===== src/rtl/mul_error_stats.sv =====
// mul_error_stats -- error-distance statistics for an approximate multiplier.
//
// Purpose: consumes paired products from the exact and the approximate 16x16
// multipliers, forms the error distance ED = |p_exact - p_approx| for each
// sample, and accumulates the statistics of a run of N samples. These are the
// saturating ED sum, the largest ED, the count of nonzero EDs and the sample
// count. MED and ER are derived from them off-chip.
//
// Ports:
//   clk, rst_n           rising-edge clock, asynchronous active-low reset
//   start, n_samples     begin a run of n_samples pairs (taken only when idle)
//   in_valid, in_ready   pair handshake; a pair counts only when both are high
//   p_exact, p_approx    the two products of one sample
//   busy                 a run is in progress (any state other than idle)
//   done                 one-cycle pulse, statistics are final
//   sum_ed, max_ed,      run statistics, held until the next accepted start
//   err_cnt, sample_cnt
//   sat                  sticky, sum_ed clipped at its maximum during this run
//
// The file also holds mul_error_stats_chk, a checker that watches the
// top-level outputs for protocol invariants.

module mul_error_stats_chk #(
  parameter int ACC_W = 48
) (
  input logic             clk,
  input logic             rst_n,
  input logic             in_ready,
  input logic             busy,
  input logic             done,
  input logic             sat,
  input logic [ACC_W-1:0] sum_ed
);

  // A pair may only be taken while a run is active, and never on the done cycle.
  a_ready_busy: assert property (@(posedge clk) disable iff (!rst_n) in_ready |-> busy);
  a_done_ready: assert property (@(posedge clk) disable iff (!rst_n) done |-> !in_ready);

  // done lasts for exactly one cycle.
  a_done_pulse: assert property (@(posedge clk) disable iff (!rst_n) done |=> !done);

  // Once clipped, the sum stays pinned at full scale until the next run clears it.
  a_sat_sum: assert property (@(posedge clk) disable iff (!rst_n)
                              sat |-> (sum_ed == {ACC_W{1'b1}}));

endmodule

module mul_error_stats #(
  parameter int PW    = 32,
  parameter int CNT_W = 16,
  parameter int ACC_W = 48
) (
  input  logic             clk,
  input  logic             rst_n,
  input  logic             start,
  input  logic [CNT_W-1:0] n_samples,
  input  logic             in_valid,
  output logic             in_ready,
  input  logic [PW-1:0]    p_exact,
  input  logic [PW-1:0]    p_approx,
  output logic             busy,
  output logic             done,
  output logic [ACC_W-1:0] sum_ed,
  output logic [PW-1:0]    max_ed,
  output logic [CNT_W-1:0] err_cnt,
  output logic [CNT_W-1:0] sample_cnt,
  output logic             sat
);

  localparam logic [1:0] ST_IDLE  = 2'd0;
  localparam logic [1:0] ST_RUN   = 2'd1;
  localparam logic [1:0] ST_DRAIN = 2'd2;
  localparam logic [1:0] ST_DONE  = 2'd3;

  // Unsigned error distance. Ordering the operands first keeps the result
  // exact over the full PW-bit range, with no sign bit and no wrap.
  function automatic logic [PW-1:0] abs_diff(input logic [PW-1:0] a,
                                             input logic [PW-1:0] b);
    logic [PW-1:0] d;
    if (a >= b) begin
      d = a - b;
    end else begin
      d = b - a;
    end
    return d;
  endfunction

  logic [1:0]       state_r;
  logic [1:0]       state_nxt_s;
  logic [CNT_W-1:0] n_r;
  logic [CNT_W-1:0] acc_cnt_r;
  logic             start_ok_s;
  logic             ready_s;
  logic             accept_s;
  logic             last_accept_s;

  logic [PW-1:0]    s1_ed_r;
  logic             s1_valid_r;

  logic [ACC_W:0]   sum_ext_s;
  logic [ACC_W-1:0] sum_r;
  logic [PW-1:0]    max_r;
  logic [CNT_W-1:0] err_r;
  logic [CNT_W-1:0] smp_r;
  logic             sat_r;

  // Handshake decode. in_ready depends only on the registered state and the
  // accept count, so it never combinationally follows in_valid.
  always_comb begin
    start_ok_s    = (state_r == ST_IDLE) && start;
    ready_s       = (state_r == ST_RUN) && (acc_cnt_r < n_r);
    accept_s      = ready_s && in_valid;
    last_accept_s = accept_s && ((acc_cnt_r + CNT_W'(1)) == n_r);
  end

  // Next-state logic for the run sequencer.
  always_comb begin
    state_nxt_s = state_r;
    case (state_r)
      ST_IDLE: begin
        if (start_ok_s) begin
          // An empty run skips straight to the done pulse.
          if (n_samples != {CNT_W{1'b0}}) begin
            state_nxt_s = ST_RUN;
          end else begin
            state_nxt_s = ST_DONE;
          end
        end else begin
          state_nxt_s = ST_IDLE;
        end
      end
      ST_RUN: begin
        if (last_accept_s) begin
          state_nxt_s = ST_DRAIN;
        end else begin
          state_nxt_s = ST_RUN;
        end
      end
      // DRAIN lets stage 2 fold in the last sample before done is raised.
      ST_DRAIN: state_nxt_s = ST_DONE;
      ST_DONE:  state_nxt_s = ST_IDLE;
      default:  state_nxt_s = ST_IDLE;
    endcase
  end

  // State register.
  always_ff @(posedge clk or negedge rst_n) begin
    if (!rst_n) begin
      state_r <= ST_IDLE;
    end else begin
      state_r <= state_nxt_s;
    end
  end

  // Run length and accept counter. The length is latched only with an accepted
  // start, so a start pulse in the middle of a run cannot change it.
  always_ff @(posedge clk or negedge rst_n) begin
    if (!rst_n) begin
      n_r       <= {CNT_W{1'b0}};
      acc_cnt_r <= {CNT_W{1'b0}};
    end else if (start_ok_s) begin
      n_r       <= n_samples;
      acc_cnt_r <= {CNT_W{1'b0}};
    end else if (accept_s) begin
      acc_cnt_r <= acc_cnt_r + CNT_W'(1);
    end
  end

  // Stage 1: register the error distance of each accepted pair.
  always_ff @(posedge clk or negedge rst_n) begin
    if (!rst_n) begin
      s1_ed_r    <= {PW{1'b0}};
      s1_valid_r <= 1'b0;
    end else begin
      s1_valid_r <= accept_s;
      if (accept_s) begin
        s1_ed_r <= abs_diff(p_exact, p_approx);
      end
    end
  end

  // Widen the ED to ACC_W+1 bits so the carry out of the top bit shows an overflow.
  always_comb begin
    sum_ext_s = {1'b0, sum_r} + {{(ACC_W + 1 - PW){1'b0}}, s1_ed_r};
  end

  // Stage 2: fold the registered ED into the statistics. Stage 1 is always
  // empty while idle, so a start never coincides with an update.
  always_ff @(posedge clk or negedge rst_n) begin
    if (!rst_n) begin
      sum_r <= {ACC_W{1'b0}};
      max_r <= {PW{1'b0}};
      err_r <= {CNT_W{1'b0}};
      smp_r <= {CNT_W{1'b0}};
      sat_r <= 1'b0;
    end else if (start_ok_s) begin
      sum_r <= {ACC_W{1'b0}};
      max_r <= {PW{1'b0}};
      err_r <= {CNT_W{1'b0}};
      smp_r <= {CNT_W{1'b0}};
      sat_r <= 1'b0;
    end else if (s1_valid_r) begin
      if (sum_ext_s[ACC_W]) begin
        sum_r <= {ACC_W{1'b1}};
        sat_r <= 1'b1;
      end else begin
        sum_r <= sum_ext_s[ACC_W-1:0];
      end
      if (s1_ed_r > max_r) begin
        max_r <= s1_ed_r;
      end
      if (s1_ed_r != {PW{1'b0}}) begin
        err_r <= err_r + CNT_W'(1);
      end
      smp_r <= smp_r + CNT_W'(1);
    end
  end

  // All outputs are taken directly from registers or decoded from the state register.
  assign in_ready   = ready_s;
  assign busy       = (state_r != ST_IDLE);
  assign done       = (state_r == ST_DONE);
  assign sum_ed     = sum_r;
  assign max_ed     = max_r;
  assign err_cnt    = err_r;
  assign sample_cnt = smp_r;
  assign sat        = sat_r;

  mul_error_stats_chk #(
    .ACC_W (ACC_W)
  ) u_chk (
    .clk      (clk),
    .rst_n    (rst_n),
    .in_ready (in_ready),
    .busy     (busy),
    .done     (done),
    .sat      (sat),
    .sum_ed   (sum_ed)
  );

endmodule


===== config.mk =====
export PLATFORM = sky130hd
export DESIGN_NAME = mul_error_stats
export DESIGN_NICKNAME = d
export VERILOG_FILES = /design/src/rtl/mul_error_stats.sv
export SDC_FILE = /design/constraint.sdc
export NUM_CORES = 1
export LEC_CHECK = 0
export BUFFER_PORTS_ARGS = -buffer_cell sky130_fd_sc_hd__buf_2
export CELL_PAD_IN_SITES_DETAIL_PLACEMENT = 1
export CELL_PAD_IN_SITES_GLOBAL_PLACEMENT = 1
export CORE_MARGIN = 1.5
export CORE_UTILIZATION = 39
export DETAILED_ROUTE_END_ITERATION = 8
export PLACE_DENSITY_LB_ADDON = 0.12
export SLEW_MARGIN = 15
export SYNTH_ARGS = -nofsm -noshare
export SYNTH_HDL_FRONTEND = slang
export SYNTH_SLANG_ARGS = --single-unit
export TNS_END_PERCENT = 5

===== constraint.sdc =====
create_clock -name clk -period 2.6 [get_ports clk]
set_input_delay 0.13 -clock clk [delete_from_list [all_inputs] [get_ports clk]]
set_output_delay 0.13 -clock clk [all_outputs]
set_load 0.01 [all_outputs]

==> impl_metrics.toml, run 1 <==
[synth]
synthMuxAreaShare = 0.00920
synth_area_sq_mm = 0.0143
synth_top_family_by_area = "compound AO/OA/AOI/OAI gates"
ys_seq_area_frac = 0.316
syn_avg_cell_area_sq_um = 8.09
ys_warn_count = 0
ys_types = 79
yosys_register_bits = 180
syn_nets = 1997
synth_xor_area_frac = 0.0650
synthCells = 1764
async_reset_ff_frac = 1.00
synthAdderAreaFrac = 0.132
synth-simple-area-share = 0.186
synth_ff_type = "dfrtp_1"
synth_compound_area_frac = 0.231
synth_edf_count = 0

[power_and_ir_drop]
total_leakage_power_uw = 0.00981
finalPower_uw = 21500
ir_worst_vdd_mv = 0.625
power_density_mw_per_mm2 = 1080

[floorplan]
die-area_sq_mm = 0.0378
die_w_um = 194
pin_count = 200
fp.dieH_um = 194
core_area_sq_mm = 0.0358
initial_core_util = 0.398
num_rows = 69

[worst_setup_path]
path_cells = "ha_1 > nand4_1 > or2_2 > nor4_1 > buf_4 > a21boi_2 > o311ai_4 > buf_6 > buf_12 > buf_12 > buf_16 > o31ai_1"
crit_type = "register to register"
critPathLaunchType = "register"
crit_path_max_fanout = 13
slowest_delay_ps = 420
crit_slowest_cell = "dfrtp_1"
cp-end-kind = "register"
cp_common_cell = "buf_12"
crit_required_ps = 2970
crit_family = "simple AND/OR/NAND/NOR gates"
cp_num_buf_inv = 5
worstPathArrival_ps = 3360

[timing]
slew_headroom = 0.366
period_share = 1.15
fin_ws_ps = -388
finalSetupViolations = 101
min_period_ps = 2990
worst_pin_slew_ps = 951
fmax_ghz = 0.335
finClkSkew_ps = 15.6
grt_setup_unrepaired = "yes"
final_hold_viol_count = 0
drv_slew = 0

[global_route]
grt_pass1_vias = 16100
grt_use_total = 0.282
antenna_found_initial = 2
grt_pass1_wl_um = 85400
grt_max_degree = 78
overflow = 0

[routing]
vias = 15100
via_per_inst = 5.51
route.detailed.drc = 0
drt_iter0_drc = 647
detailedRoute.firstPassIterationCount = 6
ant_nets = 0
routed_wirelength_um = 53500
wl_per_cell_um = 19.6

[cts]
clk_latency_ps = 460
cts_max_path_buffers = 2
cts_tree = "yes"
clkTransAtPathRegs_ps = 80
cts_max_level = 4
cts_buffers = 17
clockRootBuffer = "clkbuf_16"
cts_sinks = 180

[placement]
place_hpwl_um = 40000
place_inst = 2672
pre_cts_ws_ps = -480
io_buffers = 199
gp_congestion = 0.903

[final_layout]
layout-drive-gt1-share = 0.305
nFillCells = 4321
layout.nets = 2496
layout_common_cells = "buf_4, buf_2, nand2_1"
mostFrequentLayoutCell = "buf_4"
utilization = 0.552
multi_input_area_sq_mm = 0.00948
area_delta_synth_final_pct = 38.6
stdcell_count = 2738
layout.area.seq_sq_mm = 0.00451

[run_status]
violations = "setup timing"
status = "finished with violations"

[job]
maxCapViolations = 0

[worst_hold_path]
min_path_type = "input port to register"
==> area by class of cell <==
type,instances,share of cell area
antenna,1,0.000127
clock buffer,17,0.0215
clock inverter,15,0.00841
inverter,134,0.0254
multi-input combinational,1361,0.479
sequential,180,0.228
tap,461,0.0292
timing repair buffer,569,0.208
==> final timing paths <==
check / from / to / slack [ps] / cells past startpoint
setup reg to reg: s1_ed_r[30]$_DFFE_PN0P_ / max_ed[0]$_DFFE_PN0P_ / -390 / 12
hold reg to reg: sat$_DFFE_PN0P_ / sat$_DFFE_PN0P_ / 500 / 2
min in group asynchronous: rst_n / err_cnt[15]$_DFFE_PN0P_ / 150 / 2
setup / recovery: s1_ed_r[30]$_DFFE_PN0P_ / max_ed[0]$_DFFE_PN0P_ / -390 / 12
hold / removal: start / state_r[0]$_DFF_PN0_ / 70 / 3
max in group asynchronous: rst_n / s1_ed_r[3]$_DFFE_PN0P_ / 1640 / 3
==> registers in the layout (all words and copies together) (netlist names), 2 cells and up <==
register	flops
sum_ed	48
n_r	16
state_r	2
err_cnt	16
acc_cnt_r	16
sample_cnt	16
max_ed	32
s1_ed_r	32
==> stage by stage <==
step | hold WS [ps] | area, sq um | setup TNS [ps]
CTS | 40.9 | 19500 | -24200
detailed placement | 93.7 | 18200 | -36240
finish | 69.4 | 19800 | -22700
floorplan | -166 | 14300 | -12980
global route | 100 | 19800 | -37620
global placement | 91.2 | 18200 | -26110
==> what timing repair did <==
item,in CTS,in global routing
setup buffers,9,0
endpoints found under the setup margin,125,145
resized for setup,81,57
pin swaps,26,20
endpoints found under the hold margin,54,0
hold buffers,17,0
gates cloned,5,2
==> cell usage after synthesis (all sizes together), types with 50 or more instances <==
cell / count / area [sq um]
a21o: 55 / 413
dfrtp: 180 / 4500
nand3: 81 / 410
xnor2: 56 / 490
ha: 146 / 1830
o21ai: 195 / 976
nor2: 121 / 454
clkbuf: 67 / 251
a21oi: 126 / 631
xor2: 50 / 438
inv: 133 / 499
nand2: 187 / 707
==> cell families (layout without fill, tap and decap cells) <==
| family | after synthesis | in the layout |
|---|---|---|
| AO/OA/AOI/OAI | 538 | 538 |
| XOR/XNOR | 106 | 106 |
| adder cells (fa/ha/maj) | 149 | 149 |
| buffers and inverters | 223 | 735 |
| flip-flops | 180 | 180 |
| multiplexers | 13 | 13 |
| other | 0 | 1 |
| AND/OR/NAND/NOR | 555 | 555 |
==> tightest hold or removal path, cell delays in order <==
cell	delay [ps]
buf_2	110
o21ai_0	100
a21oi_1	140
==> report_power, final <==
group          internal [uW]  total (uW)  switching [uW]
sequential              3760        4720             958
combinational           6910       14000            7140
clock                   1360        2700            1330
==> metal layers <==
| layer | vias to the layer above | global-route usage | part of all wire |
|---|---|---|---|
| li1 | 7236 | - | - |
| met1 | 7490 | 0.367 | 0.45 |
| met2 | 301 | 0.489 | 0.49 |
| met3 | 65 | 0.0396 | 0.036 |
| met4 | 0 | 0.0781 | 0.022 |
| met5 | - | 0 | 0 |
Note: power is estimated with default switching activity, not from simulation.
==> run 2: changes to the inputs <==
==> constraint.sdc (replaced) <==
create_clock -name clk -period 3 [get_ports clk]
set_input_delay 0.15 -clock clk [delete_from_list [all_inputs] [get_ports clk]]
set_output_delay 0.15 -clock clk [all_outputs]
set_load 0.01 [all_outputs]
==> impl_metrics.toml, run 2 (same netlist as run 1, synthesis figures left out) <==
[run_status]
status = "completed"

[floorplan]
num_rows = 69
fp.dieH_um = 194
die-area_sq_mm = 0.0378
core_area_sq_mm = 0.0358
initial_core_util = 0.398
die_w_um = 194
pin_count = 200

[worst_setup_path]
slowest_delay_ps = 480
crit_type = "register to register"
critPathLaunchType = "register"
reg2reg_slack_ps = 80
startpoint = "s1_ed_r[9]$_DFFE_PN0P_"
crit_slowest_cell = "dfrtp_2"
regToRegStartpoint = "s1_ed_r[9]$_DFFE_PN0P_"
worstPathArrival_ps = 3280
crit_path_max_fanout = 36
cp_common_cell = "a21o_1"
cp_num_buf_inv = 1
path_cells = "ha_1 > a21o_1 > a21o_1 > a21o_1 > a21o_1 > a211o_1 > o211ai_1 > a21boi_1 > o311ai_4 > buf_12 > nand3_1 > o21ai_0"
ff2ff_path_depth = 12
cp-end-kind = "register"
endpoint = "max_ed[26]$_DFFE_PN0P_"
crit_family = "compound AO/OA/AOI/OAI gates"
critical_path_depth = 12
crit_required_ps = 3360
regToRegEndpoint = "max_ed[26]$_DFFE_PN0P_"

[routing]
drt_iter0_drc = 617
via_per_inst = 5.54
vias = 14100
route.detailed.drc = 0
wl_per_cell_um = 18.7
detailedRoute.firstPassIterationCount = 5
ant_nets = 0
routed_wirelength_um = 47500

[cts]
cts_max_path_buffers = 2
cts_sinks = 180
clk_latency_ps = 460
clkTransAtPathRegs_ps = 80
cts_tree = "yes"
clockRootBuffer = "clkbuf_16"
cts_buffers = 17
cts_max_level = 4

[final_layout]
largest_reg_flops = 48
layout_common_cells = "buf_2, nand2_1, dfrtp_1"
stdcell_count = 2535
layout-drive-gt1-share = 0.209
area_delta_synth_final_pct = 23.4
stdcell_area_sq_mm = 0.0176
mostFrequentLayoutCell = "buf_2"
layout.nets = 2293

[global_route]
grt_pass1_wl_um = 77400
grt_max_degree = 105
grt_use_total = 0.254
antenna_found_initial = 1
overflow = 0
grt_pass1_vias = 14600

[timing]
period_share = 0.973
drv_slew = 0
finalSetupViolations = 0
slew_headroom = 0.399
min_period_ps = 2920
grt_setup_unrepaired = "yes"
finClkSkew_ps = 16.5
fin_ws_ps = 82.3
worst_pin_slew_ps = 901
hold_slack_ps = 65.8
fmax_ghz = 0.343
final_hold_viol_count = 0

[placement]
gp_congestion = 0.887
io_buffers = 199
postPlaceCellArea_sq_mm = 0.0167
place_hpwl_um = 36600
pre_cts_ws_ps = -154
place_inst = 2482

[power_and_ir_drop]
netSwitchingFraction = 0.453
ir_worst_vdd_mv = 0.406
power_frac_seq = 0.265
total_leakage_power_uw = 0.00860
combPwrFrac = 0.592
internal-power_uw = 8500
power_density_mw_per_mm2 = 881
clockPowerShare = 0.143
p_switching_uw = 7030

[job]
maxCapViolations = 0

[worst_hold_path]
min_path_type = "input port to register"
holdPathStages = 3
hp-start = "start"
[run 2: changes by cell type in the layout (fill, tap and decap cells not counted), moves of 5 or more]
cell,previous run,this run
o22ai_2,27,1
nor4_1,11,16
buf_16,5,0
o21ai_0,135,173
o21ai_1,49,22
buf_4,329,141
buf_12,11,6
o22ai_1,3,29
ha_1,134,139
ha_4,11,4
o21ai_2,11,0
[run 2: area by class of cell]
cell class,count,area (sq um)
tap,461,577
clock buffer,17,425
timing repair buffer,366,2380
clock inverter,15,140
fill,4403,18200
antenna,1,2.50
sequential,180,4510
inverter,134,503
multi-input combinational,1361,9080
[run 2: power by group through the flow]
| stage | clock network, uW | logic [uW] | registers (uW) |
|---|---|---|---|
| finish | 2220 | 9190 | 4120 |
| global route | 2370 | 10200 | 4240 |
| global placement | 0 | 8530 | 4090 |
| detailed placement | 0 | 8780 | 4130 |
| floorplan | 0 | 5300 | 4230 |
| CTS | 2270 | 8970 | 4110 |
[run 2: tightest hold or removal path: stages]
cell     delay [ps]
buf_2           120
o21ai_0         150
a21oi_1          70
[run 2: worst min path at each step]
stage                                    end  slack [ps]
global route            state_r[0]$_DFF_PN0_          90
detailed placement   err_cnt[14]$_DFFE_PN0P_         230
CTS                     state_r[0]$_DFF_PN0_          40
global placement     err_cnt[13]$_DFFE_PN0P_         230
finish                  state_r[0]$_DFF_PN0_          70
floorplan           acc_cnt_r[0]$_DFFE_PN0P_        -150
[run 2: repair_timing]
| action | CTS | global route |
|---|---|---|
| endpoints found under the setup margin | 50 | 71 |
| gates resized for setup | 7 | 27 |
| hold endpoints to repair | 84 | 0 |
| buffers inserted | 1 | 3 |
| hold buffers | 17 | 0 |
| pin swaps | 3 | 13 |
| cloned | 0 | 0 |
[run 2: stage by stage]
step	power [uW]	setup TNS (ps)	util
after floorplan	9530	0	-
after global placement	12600	-391	0.465
after detailed placement	12900	-2370	0.465
final	15500	0	0.492
after global routing	16800	-2370	0.492
after CTS	15400	-510	0.487
[run 2: per-layer routing]
layer / part of all wire / global-route usage / vias to the layer above
met2: 0.48 / 0.429 / 241
met3: 0.033 / 0.0370 / 48
li1: - / - / 6821
met4: 0.015 / 0.0587 / 0
met1: 0.47 / 0.343 / 6941
met5: 0 / 0 / -
==> run 3: changes to the inputs <==
==> constraint.sdc (replaced) <==
create_clock -name clk -period 2.8 [get_ports clk]
set_input_delay 0.14 -clock clk [delete_from_list [all_inputs] [get_ports clk]]
set_output_delay 0.14 -clock clk [all_outputs]
set_load 0.01 [all_outputs]
==> impl_metrics.toml, run 3 (same netlist as run 1, synthesis figures left out) <==
[global_route]
use_met3 = 0.0321
grt_use_total = 0.268
antenna_found_initial = 1
grt_pass1_vias = 15200
grt_pass1_wl_um = 81300
grt_max_degree = 78
grtUsageMet1 = 0.362
overflow = 0
grt_use_met2 = 0.457
grt_busiest_layer = "met2"

[floorplan]
initial_core_util = 0.398
core_area_sq_mm = 0.0358
fp.dieH_um = 194
die_w_um = 194
pin_count = 200
die-area_sq_mm = 0.0378
num_rows = 69

[final_layout]
layout-drive-gt1-share = 0.262
layout.nets = 2404
num_antenna_cells = 0
largest_reg_flops = 48
area_delta_synth_final_pct = 32.6
layout_common_cells = "buf_4, buf_2, nand2_1"
mostFrequentLayoutCell = "buf_4"

[worst_setup_path]
critPathLaunchType = "register"
crit_type = "register to register"
regToRegStartpoint = "s1_ed_r[9]$_DFFE_PN0P_"
worstPathArrival_ps = 3330
startpoint = "s1_ed_r[9]$_DFFE_PN0P_"
cp-end-kind = "register"
crit_required_ps = 3170
reg2reg_slack_ps = -160
crit_path_max_fanout = 5

[timing]
drv_slew = 0
worst_pin_slew_ps = 936
hold_slack_ps = 74.8
finClkSkew_ps = 15.2
fin_ws_ps = -165
period_share = 1.06
slew_headroom = 0.376
finalSetupViolations = 68
grt_setup_unrepaired = "yes"
final_hold_viol_count = 0
min_period_ps = 2960
fmax_ghz = 0.337

[routing]
detailedRoute.firstPassIterationCount = 5
route.detailed.drc = 0
drt_iter0_drc = 763
wl_per_cell_um = 19.4
ant_nets = 0
via_per_inst = 5.53
routed_wirelength_um = 51200
vias = 14600

[cts]
cts_tree = "yes"
clk_latency_ps = 450
clockRootBuffer = "clkbuf_16"
clkTransAtPathRegs_ps = 80
cts_buffers = 17
cts_max_level = 4
cts_sinks = 180
cts_max_path_buffers = 2

[worst_hold_path]
hp-start = "start"
min_path_type = "input port to register"

[run_status]
violations = "setup timing"
status = "finished with violations"

[placement]
place_hpwl_um = 38000
gp_congestion = 0.902
io_buffers = 199

[power_and_ir_drop]
ir_worst_vdd_mv = 0.557
netSwitchingFraction = 0.445
total_leakage_power_uw = 0.00927
power_density_mw_per_mm2 = 991
internal-power_uw = 10400
finalPower_uw = 18800
power_frac_seq = 0.235
p_switching_uw = 8340
clockPowerShare = 0.136
combPwrFrac = 0.629

[job]
maxCapViolations = 0
[run 3: cell count changes in the layout (fill, tap and decap cells not counted), moves of 7 or more]
cell	change
buf_6	+10
ha_1	-7
o21ai_0	-34
o21ai_1	+32
buf_4	+95
ha_4	+8
[run 3: worst max-delay path, cell delays in order (launching register included)]
cell      delay (ps)
dfrtp_1          410
buf_6            130
ha_4             280
and4_4           250
nand2_4           60
o41ai_4          370
nor4bb_2         110
or4b_4           530
buf_6            150
a21oi_4          190
nand3_4          120
buf_6            190
o21ai_1           70
[run 3: repair_timing]
item,in CTS,in global routing
cloned,5,1
hold buffers,17,0
pin swaps,21,13
hold endpoints to repair,67,0
endpoints found under the setup margin,84,135
resized for setup,68,60
buffers inserted,7,8
[run 3: power groups by stage]
stage | Combinational (uW) | Clock [uW] | Sequential [uW]
2_1_floorplan | 5760 | 0 | 4530
3_3_place_gp | 9810 | 0 | 4330
3_5_place_dp | 10200 | 0 | 4380
4_1_cts | 11100 | 2590 | 4360
5_1_grt | 12900 | 2680 | 4530
6_report | 11800 | 2540 | 4410
[run 3: worst paths after layout]
path,endpoint,cells after the start
worst max-delay path,sum_ed[39]$_DFFE_PN0P_,12
worst min-delay path,state_r[0]$_DFF_PN0_,3
worst max register to register,sum_ed[39]$_DFFE_PN0P_,12
worst min register to register,sat$_DFFE_PN0P_,2
max in group asynchronous,s1_ed_r[11]$_DFFE_PN0P_,3
min in group asynchronous,sample_cnt[11]$_DFFE_PN0P_,2
[run 3: layout make-up]
cell class,instances,area [sq um]
Sequential cell,180,4510
Fill cell,4384,16900
Clock buffer,21,460
Multi-Input combinational cell,1361,9390
Inverter,134,503
Clock inverter,11,141
Tap cell,461,577
Timing Repair Buffer,477,3350
[run 3: per-stage QoR]
| stage | util | std cells | TNS [ps] | worst slack, ps | instance area, sq um |
|---|---|---|---|---|---|
| 6_report | 0.528 | 2645 | -5920 | -165 | 18900 |
| 4_1_cts | 0.519 | 2636 | -4520 | -119 | 18600 |
| 5_1_grt | 0.528 | 2645 | -14320 | -303 | 18900 |
| 3_5_place_dp | 0.485 | 2575 | -12960 | -252 | 17400 |
| 2_1_floorplan | - | 1764 | -19.8 | -9.67 | 14300 |
| 3_3_place_gp | 0.485 | 2575 | -7570 | -191 | 17400 |
[run 3: metal layers]
layer  up-vias  part of all wire
met4         2             0.018
met2       288              0.48
met3        53             0.038
li1       7044                 -
met1      7228              0.46
met5         -           0.00035
